[config.mk]
export PLATFORM = sky130hd
export DESIGN_NAME = pipe_stage_skid
export DESIGN_NICKNAME = d
export VERILOG_FILES = /design/src/rtl/pipe_stage_skid_pkg.sv /design/src/rtl/pipe_stage_skid_entry_reg.sv /design/src/rtl/pipe_stage_skid.sv
export SDC_FILE = /design/constraint.sdc
export NUM_CORES = 1
export LEC_CHECK = 0
export CAP_MARGIN = 0
export CORE_MARGIN = 10
export CORE_UTILIZATION = 44
export DETAILED_ROUTE_END_ITERATION = 10
export PLACE_DENSITY = 0.76
export SYNTH_ARGS = -nofsm -noshare
export SYNTH_HDL_FRONTEND = slang
export SYNTH_SLANG_ARGS = --single-unit
export TNS_END_PERCENT = 50
[constraint.sdc]
create_clock -name clk -period 1.6 [get_ports clk]
set_input_delay 0.32 -clock clk [delete_from_list [all_inputs] [get_ports clk]]
set_output_delay 0.32 -clock clk [all_outputs]
set_load 0.02 [all_outputs]
[src/rtl/pipe_stage_skid_pkg.sv]
// pipe_pkg: shared control bundle, NOP constant and skid-stage state encoding.
package pipe_pkg;
    localparam int EX_ALU_W = 3;
    typedef struct packed {
        logic [EX_ALU_W-1:0] alu_op;
        logic                wmem;
        logic                rmem;
        logic                wreg;
        logic                imm;
        logic                wpc;
        logic                jmp;
    } ex_ctrl_t;
    localparam ex_ctrl_t EX_CTRL_NOP = '0;
    typedef enum logic [1:0] {EMPTY, ONE, FULL} stage_state_t;
endpackage

[src/rtl/pipe_stage_skid_entry_reg.sv]
// pipe_entry_reg: one pipeline entry (ops, dest, ctrl) with load enable and sync ctrl clear.
module pipe_entry_reg
    import pipe_pkg::*;
#(
    parameter int DATA_W  = 32,
    parameter int NUM_OPS = 3,
    parameter int REG_AW  = 4
) (
    input  logic                      clk,
    input  logic                      rst,
    input  logic                      ld,
    input  logic                      clr,
    input  logic [NUM_OPS*DATA_W-1:0] d_ops,
    input  logic [REG_AW-1:0]         d_dest,
    input  ex_ctrl_t                  d_ctrl,
    output logic [NUM_OPS*DATA_W-1:0] q_ops,
    output logic [REG_AW-1:0]         q_dest,
    output ex_ctrl_t                  q_ctrl
);
    always_ff @(posedge clk or negedge rst) begin
        if (!rst) begin
            q_ops  <= '0;
            q_dest <= '0;
            q_ctrl <= EX_CTRL_NOP;
        end else begin
            if (ld) begin
                q_ops  <= d_ops;
                q_dest <= d_dest;
            end
            // clear wins over load so a squashed entry can never carry side effects
            q_ctrl <= clr ? EX_CTRL_NOP : ld ? d_ctrl : q_ctrl;
        end
    end
endmodule

[src/rtl/pipe_stage_skid.sv]
// pipe_stage_skid: ID/EX-class stage register with valid/ready, 2-entry skid and flush.
// Optional PIPE_STAGE_PERF_EN adds saturating stall/bubble counters.
module pipe_stage_skid
    import pipe_pkg::*;
#(
    parameter int DATA_W  = 32,
    parameter int NUM_OPS = 3,
    parameter int REG_AW  = 4,
    parameter int ALU_W   = 3,
    parameter int CNT_W   = 16
) (
    input  logic                      clk,
    input  logic                      rst,
    input  logic                      flush,
    input  logic                      in_valid,
    output logic                      in_ready,
    input  logic [NUM_OPS*DATA_W-1:0] in_ops,
    input  logic [REG_AW-1:0]         in_dest,
    input  ex_ctrl_t                  in_ctrl,
    output logic                      out_valid,
    input  logic                      out_ready,
    output logic [NUM_OPS*DATA_W-1:0] out_ops,
    output logic [REG_AW-1:0]         out_dest,
    output ex_ctrl_t                  out_ctrl,
    output logic [CNT_W-1:0]          stall_cnt,
    output logic [CNT_W-1:0]          bubble_cnt
);
    localparam int OW     = NUM_OPS * DATA_W;
    localparam int CTRL_W = ALU_W + 6;
    stage_state_t state, state_nx;
    logic in_fire, out_fire, main_ld, skid_ld;
    logic [OW-1:0] main_ops, skid_ops, main_d_ops;
    logic [REG_AW-1:0] main_dest, skid_dest, main_d_dest;
    ex_ctrl_t main_ctrl, skid_ctrl, main_d_ctrl;
    assign in_fire  = in_valid & in_ready;
    assign out_fire = out_valid & out_ready;
    always_ff @(posedge clk or negedge rst) begin
        if (!rst) state <= EMPTY;
        else      state <= state_nx;
    end
    always_comb begin
        state_nx = flush ? EMPTY :
                   state == EMPTY ? (in_fire ? ONE : EMPTY) :
                   state == ONE   ? (in_fire & !out_ready ? FULL : !in_fire & out_fire ? EMPTY : ONE) :
                                    (out_fire ? ONE : FULL);
    end
    // load enables are expressed from state and raw inputs to keep this block loop-free
    always_comb begin
        out_valid = state != EMPTY;
        in_ready  = state != FULL;
        main_ld   = !flush & (state == EMPTY ? in_valid :
                              state == ONE   ? in_valid & out_ready : out_ready);
        skid_ld   = !flush & (state == ONE) & in_valid & !out_ready;
    end
    always_comb begin
        main_d_ops  = state == FULL ? skid_ops  : in_ops;
        main_d_dest = state == FULL ? skid_dest : in_dest;
        main_d_ctrl = state == FULL ? skid_ctrl : in_ctrl;
    end
    pipe_entry_reg #(.DATA_W(DATA_W), .NUM_OPS(NUM_OPS), .REG_AW(REG_AW)) u_main (
        .clk(clk), .rst(rst), .ld(main_ld), .clr(flush),
        .d_ops(main_d_ops), .d_dest(main_d_dest), .d_ctrl(main_d_ctrl),
        .q_ops(main_ops), .q_dest(main_dest), .q_ctrl(main_ctrl)
    );
    pipe_entry_reg #(.DATA_W(DATA_W), .NUM_OPS(NUM_OPS), .REG_AW(REG_AW)) u_skid (
        .clk(clk), .rst(rst), .ld(skid_ld), .clr(flush),
        .d_ops(in_ops), .d_dest(in_dest), .d_ctrl(in_ctrl),
        .q_ops(skid_ops), .q_dest(skid_dest), .q_ctrl(skid_ctrl)
    );
    assign out_ops  = main_ops;
    assign out_dest = main_dest;
    assign out_ctrl = ex_ctrl_t'(CTRL_W'(main_ctrl));
`ifdef PIPE_STAGE_PERF_EN
    always_ff @(posedge clk or negedge rst) begin
        if (!rst) begin
            stall_cnt  <= '0;
            bubble_cnt <= '0;
        end else begin
            if (out_valid & !out_ready & ~&stall_cnt) stall_cnt <= stall_cnt + 1'b1;
            if (!out_valid & ~&bubble_cnt) bubble_cnt <= bubble_cnt + 1'b1;
        end
    end
`else
    assign stall_cnt  = '0;
    assign bubble_cnt = '0;
`endif
endmodule

==> results_dict.tcl <==
set metrics [dict create \
    cts_sinks 220 \
    place_hpwl_mm 18.9 \
    fp.dieW_um 169 \
    fin_skew_ns 0.0125 \
    setup_viol 118 \
    fin_nets 1145 \
    synthTopCellsByArea "dfrtp_1, mux2_2, mux2i_1" \
    synth_top_area_share_pct 56.1 \
    grt_max_degree 56 \
    synth_seq_area_share_pct 56.1 \
    mappedNetlistArea_um2 9810 \
    fp-row-count 54 \
    first_iter_violations 543 \
    required_ns 1.99 \
    tritoncts "yes" \
    ant_nets 0 \
    drc 0 \
    p_per_area_nw_per_um2 1220 \
    yosys_warnings 0 \
    grt_antenna_before_repair 0 \
    yosys.cell_types.count 26 \
    post-route-period-util_pct 107 \
    clockRootBuffer "clkbuf_16" \
    core_area_um2 21900 \
    hold_slack_ns 0.310 \
    area_growth_pct 40.8 \
    grtUsageTotal_pct 18.2 \
    wl_met3_mm 2.59 \
    finalHoldViolCount 0 \
    cp_max_fo 9 \
    first_pass_iters 5 \
    die-area_um2 28700 \
    period_needed_ns 1.71 \
    critPathLaunchType "register" \
    arrival_ns 2.09 \
    routedWlPerCell_um 21.5 \
    fmax_ghz 0.586 \
    synth-edff-count 0 \
    grt_pass1_vias 7713 \
    leakage_uw 0.00572 \
    final_cells 1329 \
    routed_via_density 5.56 \
    met2_length_mm 13.1 \
    criticalPathCategory "register to register" \
    synthArstFlopShare_pct 100 \
    violations "setup timing" \
    routedLengthMet1_mm 12.3 \
    top_layer "met4" \
    syn_inst 777 \
    insertion_delay_ns 0.51 \
    cts_inserted_buffers 24 \
    syn_area_per_cell_um2 12.6 \
    die_h_um 169 \
    ys_top_cells_by_count "dfrtp_1, mux2i_1, a21oi_1" \
    clk_path_buf_depth 3 \
    grt_setup_unrepaired "yes" \
    tns_ns -7.98 \
    path_clk_slew_ns 0.06 \
    end_kind "register" \
    fill_cells 1733 \
    drv_cap 0 \
    hold_class "primary input to asynchronous set/reset pin" \
    status "finished, violations left" \
    pin_count 257 \
    vias 7393 \
    dp.cells 1275 \
    cts-htree-levels 1 \
    yosysMostFrequentCell "dfrtp_1" \
    max-vdd-ir-drop_mv 0.851 \
    slew_violations 0 \
    grt-ovfl-total 0 \
    yosys.area.top_type "dfrtp_1" \
    synthFlopType "dfrtp_1" \
    grt_pass1_wl_mm 43.0 \
    yosys_register_bits 220 \
    fin_ws_ns -0.108 \
    diodes 0 \
    numPortBuffers 224 \
    drt_wl_total_mm 28.5 \
    pre_cts_slack_ns -0.404 \
    start_util_pct 44.8 \
    final_layout_size_suffix_gt1_share_pct 22.8 \
    gp_congestion 0.791 \
]
-- kinds of logic after synthesis --
kind of cell | count (synthesis) | synth area share (%)
flip-flops | 220 | 56.1
multiplexers | 218 | 23.6
AO/OA/AOI/OAI | 214 | 12.6
buffers and inverters | 105 | 6.45
AND/OR/NAND/NOR | 19 | 1.14
other | 1 | 0.0382
-- state kept, by name, indices dropped and copies added (netlist names) --
name	count
u_main.q_dest	4
u_skid.q_dest	4
u_skid.q_ctrl	9
state	2
u_skid.q_ops	96
u_main.q_ctrl	9
u_main.q_ops	96
-- metrics by stage --
stage                     total power [µW]  util (%)  area [µm²]
after CTS                            16700      61.1       13400
final                                16800      63.1       13800
after global placement               11400      57.9       12700
after global routing                 17600      63.1       13800
after floorplan                       9490         -        9920
after detailed placement             11500      57.9       12700
-- worst max-delay path, cell delays in order (launching register included) --
cell	delay (ns)
dfrtp_2	0.43
nand2_2	0.09
nor4_4	0.26
buf_6	0.17
buf_12	0.14
clkbuf_16	0.16
mux2_2	0.33
-- path summary, 6_finish.rpt --
path / endpoint / slack (ns) / cells after the start / startpoint
setup / recovery: u_skid.q_ops[36] / -0.11 / 6 / state[0]
hold / removal: u_main.q_ops[23] / 0.31 / 2 / rst
setup reg to reg: u_skid.q_ops[36] / -0.11 / 6 / state[0]
hold reg to reg: u_main.q_ctrl[1] / 0.49 / 1 / u_main.q_ctrl[1]
max in group asynchronous: u_main.q_ops[51] / 0.72 / 3 / rst
min in group clk: u_skid.q_ops[66] / 0.44 / 2 / in_ops[66]
-- layout make-up --
cell class                 count  area, µm²  share of cell area, %
inverter                       3       12.5                 0.0906
clock buffer                  36        677                   4.90
multi-input combinational    483       4050                   29.3
sequential                   220       5510                   39.9
clock inverter                 8       96.3                  0.698
tap                          280        350                   2.54
timing repair buffer         299       3120                   22.6
-- routing by layer --
layer / global-route usage (%) / vias to the layer above
li1: - / 3315
met1: 24.6 / 3746
met2: 27.8 / 301
met3: 5.84 / 31
met4: 4.32 / 0
met5: 0 / -
-- what timing repair did --
| item | CTS | global route |
|---|---|---|
| endpoints found under the setup margin | 187 | 210 |
| buffers inserted | 2 | 1 |
| hold buffers | 1 | 0 |
| endpoints found under the hold margin | 33 | 0 |
| gates cloned | 0 | 6 |
| pin swaps | 0 | 11 |
| gates resized for setup | 129 | 100 |
-- where the power goes --
part	total (µW)	internal (µW)	leakage, µW	switching [µW]
registers	7440	6760	0.00259	686
logic	3910	1950	0.00275	1960
clock network	5460	3250	0.000375	2210
total	16800	12000	0.00572	4860
-- layout by cell type (no fill, tap or decap), types with 2 or more instances in the layout --
| cell | instances |
|---|---|
| a21oi_1 | 99 |
| a21oi_2 | 5 |
| a31oi_1 | 98 |
| a31oi_2 | 2 |
| buf_12 | 23 |
| buf_4 | 32 |
| buf_6 | 15 |
| buf_8 | 2 |
| bufinv_16 | 2 |
| clkbuf_1 | 10 |
| clkbuf_16 | 29 |
| clkbuf_2 | 3 |
| clkdlybuf4s15_1 | 12 |
| clkdlybuf4s50_1 | 112 |
| clkinv_2 | 5 |
| conb_1 | 32 |
| dfrtp_1 | 219 |
| dlygate4sd2_1 | 94 |
| mux2_1 | 7 |
| mux2_2 | 59 |
| mux2_4 | 43 |
| mux2i_1 | 103 |
| mux2i_2 | 5 |
| nor2b_1 | 9 |
| o2bb2ai_1 | 9 |
(Power assumes the default switching activity.)
